===== src/rtl/rf_arb_pkg.sv =====
// Shared widths, entry layout and FSM encoding for the register-file
// write-back arbiter.
package rf_arb_pkg;

  localparam int REG_AW = 5;
  localparam int REG_DW = 32;

  localparam logic [1:0] ST_IDLE  = 2'd0;
  localparam logic [1:0] ST_DRAIN = 2'd1;
  localparam logic [1:0] ST_FORCE = 2'd2;

  typedef struct packed {
    logic [REG_AW-1:0] addr;
    logic [REG_DW-1:0] data;
  } entry_t;

endpackage


===== src/rtl/rf_wb_fifo.sv =====
// MDU result queue: DEPTH-entry FIFO with per-entry valid bits and a
// two-port destination-register match for decode hazard detection.
module rf_wb_fifo
  import rf_arb_pkg::*;
#(
  parameter int DEPTH = 2
) (
  input  logic                      clk,
  input  logic                      rst,
  input  logic                      push,
  input  logic [REG_AW-1:0]         push_addr,
  input  logic [REG_DW-1:0]         push_wd,
  input  logic                      pop,
  output logic [REG_AW-1:0]         head_addr,
  output logic [REG_DW-1:0]         head_wd,
  output logic [$clog2(DEPTH):0]    count,
  output logic                      full,
  output logic                      empty,
  input  logic [REG_AW-1:0]         q_addr1,
  input  logic [REG_AW-1:0]         q_addr2,
  output logic                      q_hit
);

  localparam int PW = $clog2(DEPTH);
  localparam int CW = PW + 1;

  entry_t            mem [DEPTH];
  logic [DEPTH-1:0]  valid;
  logic [PW-1:0]     rd_ptr;
  logic [PW-1:0]     wr_ptr;

  // Pointers wrap naturally since DEPTH is a power of two.
  always_ff @(posedge clk or posedge rst) begin
    if (rst) begin
      rd_ptr <= '0;
      wr_ptr <= '0;
      count  <= '0;
      valid  <= '0;
    end else begin
      if (pop) begin
        valid[rd_ptr] <= 1'b0;
        rd_ptr        <= rd_ptr + PW'(1);
      end
      if (push) begin
        valid[wr_ptr] <= 1'b1;
        wr_ptr        <= wr_ptr + PW'(1);
      end
      if (push && !pop)
        count <= count + CW'(1);
      else if (pop && !push)
        count <= count - CW'(1);
    end
  end

  always_ff @(posedge clk) begin
    if (push)
      mem[wr_ptr] <= '{addr: push_addr, data: push_wd};
  end

  assign head_addr = mem[rd_ptr].addr;
  assign head_wd   = mem[rd_ptr].data;
  assign full      = (count == CW'(DEPTH));
  assign empty     = (count == '0);

  always_comb begin
    q_hit = 1'b0;
    for (int unsigned i = 0; i < DEPTH; i++) begin
      if (valid[i] &&
          (((q_addr1 != '0) && (mem[i].addr == q_addr1)) ||
           ((q_addr2 != '0) && (mem[i].addr == q_addr2))))
        q_hit = 1'b1;
    end
  end

endmodule


===== src/rtl/rf_wb_arbiter.sv =====
// Register-file write-port arbiter: pipeline write-back has priority over
// queued MDU results, with a bounded-wait forced MDU grant.
module rf_wb_arbiter
  import rf_arb_pkg::*;
#(
  parameter int DEPTH    = 2,
  parameter int MAX_WAIT = 4
) (
  input  logic              clk,
  input  logic              rst,
  input  logic              pipe_we,
  input  logic [REG_AW-1:0] pipe_addr,
  input  logic [REG_DW-1:0] pipe_wd,
  output logic              pipe_stall,
  input  logic              mdu_valid,
  input  logic [REG_AW-1:0] mdu_addr,
  input  logic [REG_DW-1:0] mdu_wd,
  output logic              mdu_ready,
  output logic              rf_we,
  output logic [REG_AW-1:0] rf_a3,
  output logic [REG_DW-1:0] rf_wd,
  input  logic [REG_AW-1:0] q_addr1,
  input  logic [REG_AW-1:0] q_addr2,
  output logic              q_hit
);

  localparam int CW = $clog2(DEPTH) + 1;
  localparam int WW = (MAX_WAIT > 1) ? $clog2(MAX_WAIT) : 1;
  localparam logic [WW-1:0] WAIT_LAST = WW'(MAX_WAIT - 1);

  logic [1:0]        state;
  logic [1:0]        state_nxt;
  logic [WW-1:0]     wait_cnt;
  logic [CW-1:0]     count;
  logic [CW-1:0]     cnt_nxt;
  logic              full;
  logic              empty;
  logic              push;
  logic              pop;
  logic              fifo_hit;
  logic [REG_AW-1:0] head_addr;
  logic [REG_DW-1:0] head_wd;

  rf_wb_fifo #(.DEPTH(DEPTH)) u_fifo (
    .clk       (clk),
    .rst       (rst),
    .push      (push),
    .push_addr (mdu_addr),
    .push_wd   (mdu_wd),
    .pop       (pop),
    .head_addr (head_addr),
    .head_wd   (head_wd),
    .count     (count),
    .full      (full),
    .empty     (empty),
    .q_addr1   (q_addr1),
    .q_addr2   (q_addr2),
    .q_hit     (fifo_hit)
  );

  // Writes to r0 are acknowledged but never enter the queue.
  assign mdu_ready  = !rst && !full;
  assign push       = mdu_valid && mdu_ready && (mdu_addr != '0);
  assign pop        = !rst && !empty && (!pipe_we || (state == ST_FORCE));
  assign pipe_stall = !rst && (state == ST_FORCE) && pipe_we;
  assign q_hit      = !rst && fifo_hit;

  always_comb begin
    rf_we = 1'b0;
    rf_a3 = pipe_addr;
    rf_wd = pipe_wd;
    if (pop) begin
      rf_we = 1'b1;
      rf_a3 = head_addr;
      rf_wd = head_wd;
    end else if (!rst) begin
      rf_we = pipe_we && (pipe_addr != '0);
    end
  end

  always_comb begin
    cnt_nxt = count;
    if (push && !pop)
      cnt_nxt = count + CW'(1);
    else if (pop && !push)
      cnt_nxt = count - CW'(1);

    state_nxt = state;
    case (state)
      ST_IDLE:  if (push) state_nxt = ST_DRAIN;
      ST_DRAIN: begin
        if (cnt_nxt == '0)
          state_nxt = ST_IDLE;
        else if (!pop && (wait_cnt == WAIT_LAST))
          state_nxt = ST_FORCE;
      end
      ST_FORCE: state_nxt = (cnt_nxt != '0) ? ST_DRAIN : ST_IDLE;
      default:  state_nxt = ST_IDLE;
    endcase
  end

  always_ff @(posedge clk or posedge rst) begin
    if (rst) begin
      state    <= ST_IDLE;
      wait_cnt <= '0;
    end else begin
      state <= state_nxt;
      if (empty || pop)
        wait_cnt <= '0;
      else if (wait_cnt != WAIT_LAST)
        wait_cnt <= wait_cnt + WW'(1);
    end
  end

endmodule


===== config.mk =====
export PLATFORM = sky130hd
export DESIGN_NAME = rf_wb_arbiter
export DESIGN_NICKNAME = d
export VERILOG_FILES = /design/src/rtl/rf_arb_pkg.sv /design/src/rtl/rf_wb_fifo.sv /design/src/rtl/rf_wb_arbiter.sv
export SDC_FILE = /design/constraint.sdc
export NUM_CORES = 1
export LEC_CHECK = 0
export ABC_AREA = 1
export BUFFER_PORTS_ARGS = -buffer_cell sky130_fd_sc_hd__buf_2
export CAP_MARGIN = 10
export CELL_PAD_IN_SITES_DETAIL_PLACEMENT = 1
export CELL_PAD_IN_SITES_GLOBAL_PLACEMENT = 1
export CORE_ASPECT_RATIO = 0.5
export CORE_MARGIN = 2
export CORE_UTILIZATION = 34
export DETAILED_ROUTE_END_ITERATION = 8
export PLACE_DENSITY = 0.84
export SYNTH_ARGS = -nofsm -noshare
export SYNTH_HDL_FRONTEND = slang
export SYNTH_SLANG_ARGS = --single-unit

===== constraint.sdc =====
create_clock -name clk -period 2.7 [get_ports clk]
set_input_delay 0 -clock clk [delete_from_list [all_inputs] [get_ports clk]]
set_output_delay 0 -clock clk [all_outputs]
set_load 0.02 [all_outputs]

==> results.toml <==
[outcome]
status = "completed"

[worst_hold_path]
hp-start = "mdu_valid"
hold_end = "u_fifo.wr_ptr$_DFFE_PP0N_"
hold_path_depth = 4
hold_class = "in -> reg"

[setup_path]
worstPathRequired_ps = 2700
cp-start-kind = "register"
r2r_cells = 6
cp_cell_sequence = "inv_1, ha_1, nor2_2, nand2_4, nor2_4, buf_12, nand2_1, nand3_1, buf_2"
worstReg2RegStart = "u_fifo.count[0]$_DFF_PP0_"
max_stage_delay_ps = 460
crit_path_top_delay_cell = "nor2_4"
worstPathMaxFanout = 27
worstSetupPathType = "reg -> out"
r2r_slack_ps = 530
r2r-end = "u_fifo.mem[0][12]$_DFFE_PP_"
end_kind = "output pin"
crit_arrival_ps = 2440

[timing]
setup-violations-final = 0
setup_tns_ps = 0
period_needed_ps = 2440
hold_ws_ps = 204
setup_ws_ps = 255
max_slew_margin = 0.626
tightest_slew_ps = 556
fmax_mhz = 409
fin_crit_sh = 0.905
drv_slew = 0
rsz0062_at_grt = "false"
skew_ps = 8.99
hold_violations = 0

[yosys]
postSynth.asyncResetShare = 0.119
synth_seq_cells = 84
synth-main-ff-cell = "edfxtp_1"
yosysSeqAreaShare = 0.656
synth_edf_count = 74
ys_types = 27
yosysWarnings = 0
syn_nets = 446
syn_inst = 355
syn_avg_cell_area_um2 = 10.6
syn_area_mm2 = 0.00377

[clock_tree]
clock_sink_count = 84
cts_tree = "yes"
clk-insertion-delay-late_ps = 350
cts_buffers = 9
path_clk_slew_ps = 70
cts.path.max_buffers = 2
clock-root-buffer = "clkbuf_16"
cts-htree-levels = 3

[die]
rows = 27
die_area_mm2 = 0.0120
die_w_um = 153
core_mm2 = 0.0109
start_util = 0.345
die_h_um = 78.5
ioPinCount = 129

[power_and_ir_drop]
sequentialPowerShare = 0.426
p_leak_nw = 2.28
pwr-share-comb = 0.304
clkPwrFrac = 0.271
p_per_area_mw_per_mm2 = 781
p_sw_frac = 0.349
p_int_w = 0.00268
p_sw_w = 0.00144
worst_ir_drop_vdd_mv = 0.352

[drt]
drcViolationCount = 0
vias = 3353
vias_per_cell = 4.95
wirelength_um = 13000
firstDrtPassIters = 5
drt_first_iter_violations = 197
post_drt_wl_per_cell_um = 19.2
ant_nets = 0

[placed_design]
routabilityCongestion = 0.812
hpwlAfterDp_um = 8280
port_buffers = 128
dp_slack_ps = 626

[global_routing]
grt_pass1_wl_um = 20500
grt_pass1_vias = 3794
grt_antenna_before_repair = 0
grt_max_degree = 39
gr-usage-all-layers = 0.225
grt_overflow = 0

[finish]
diodes = 0
fin_util = 0.483
syn2layout_area_growth_pct = 39.8
final_layout_size_suffix_gt1_frac = 0.302
final_nets = 620

[job]
drv_cap = 0
metrics by stage:
stage | cell area (um^2) | std cells | power, W
after CTS | 5270 | 678 | 0.00409
after floorplan | 3770 | 355 | 0.00248
after detailed placement | 4630 | 625 | 0.00295
after global routing | 5270 | 678 | 0.00432
after global placement | 4630 | 625 | 0.00289
final | 5270 | 678 | 0.00412
worst max-delay path: cells and delay by family, from the launching register on:
kind,cells,cell delay [ps]
simple gates,5,1000
fa+ha+maj,1,230
flops,1,370
buf+inv,3,490
cell type report:
cell class	count	area, um^2
inverter	15	56.3
multi-input combinational	245	1200
fill	1246	5640
tap	145	181
sequential	84	2470
clock buffer	9	225
timing repair buffer	174	1110
clock inverter	6	31.3
routing by layer:
layer  GRT usage  share of wire  vias to the layer above
li1            -              -                     1539
met1       0.256           0.39                     1624
met2       0.391           0.51                      135
met3      0.0536          0.042                       55
met4       0.139          0.054                        0
met5           0              0                        -
worst max-delay path by stage:
| stage | startpoint | end | slack [ps] | cells past startpoint |
|---|---|---|---|---|
| 6_report | u_fifo.count[0]$_DFF_PP0_ | rf_wd[4] | 260 | 9 |
| 5_1_grt | u_fifo.count[0]$_DFF_PP0_ | rf_wd[9] | 100 | 9 |
| 4_1_cts | u_fifo.count[0]$_DFF_PP0_ | rf_wd[26] | 290 | 9 |
| 3_5_place_dp | u_fifo.count[0]$_DFF_PP0_ | u_fifo.mem[0][13]$_DFFE_PP_ | 630 | 6 |
| 3_3_place_gp | u_fifo.count[0]$_DFF_PP0_ | u_fifo.mem[0][6]$_DFFE_PP_ | 750 | 6 |
| 2_1_floorplan | u_fifo.count[0]$_DFF_PP0_ | u_fifo.mem[1][0]$_DFFE_PP_ | 320 | 5 |
layout by cell type (no fill, tap or decap), types with 3 or more instances in the layout:
master / n
dfrtp_1: 10
xnor2_1: 9
nand2_1: 133
buf_2: 128
dlygate4sd3_1: 38
nand3_1: 41
xor2_1: 12
clkbuf_16: 9
nor2_4: 3
inv_1: 13
ha_1: 3
o21ai_0: 5
nor2_1: 18
nand2_2: 4
clkinv_1: 4
buf_4: 6
edfxtp_1: 74
nand4_1: 4
power groups by stage:
stage	Combinational [W]	Clock, W	Sequential (W)
global placement	0.00113	0	0.00175
CTS	0.00124	0.00111	0.00174
finish	0.00125	0.00111	0.00175
global route	0.00137	0.00118	0.00177
detailed placement	0.00118	0	0.00177
floorplan	0.000753	0	0.00173
cell families after synthesis:
logic type,after synthesis,share of synthesized area
buffers and inverters,26,0.0309
flip-flops,84,0.656
AND/OR/NAND/NOR,211,0.239
AO/OA/AOI/OAI,9,0.0133
adder cells (fa/ha/maj),3,0.00996
XOR/XNOR,21,0.0488
multiplexers,1,0.00266
registers in the layout, indices dropped and copies added, names as in the netlist:
name	count
u_fifo.mem	74
state	2
u_fifo.count	2
u_fifo.valid	2
wait_cnt	2
u_fifo.rd_ptr	1
u_fifo.wr_ptr	1
timing repair:
action,4_1_cts,5_1_grt
buffers inserted,0,0
hold endpoints to repair,84,0
resized for setup,0,0
hold buffers,38,0
synthesized netlist by cell type (all sizes together) (2+ instances only):
| cell type | n | area share |
|---|---|---|
| a21oi | 2 | 0.0027 |
| buf | 9 | 0.014 |
| clkbuf | 2 | 0.0020 |
| dfrtp | 10 | 0.066 |
| edfxtp | 74 | 0.59 |
| ha | 3 | 0.010 |
| inv | 15 | 0.015 |
| nand2 | 138 | 0.14 |
| nand3 | 41 | 0.054 |
| nand4 | 4 | 0.0066 |
| nor2 | 23 | 0.026 |
| o211ai | 2 | 0.0040 |
| o21ai | 5 | 0.0066 |
| xnor2 | 9 | 0.021 |
| xor2 | 12 | 0.028 |
(Power assumes the default switching activity.)
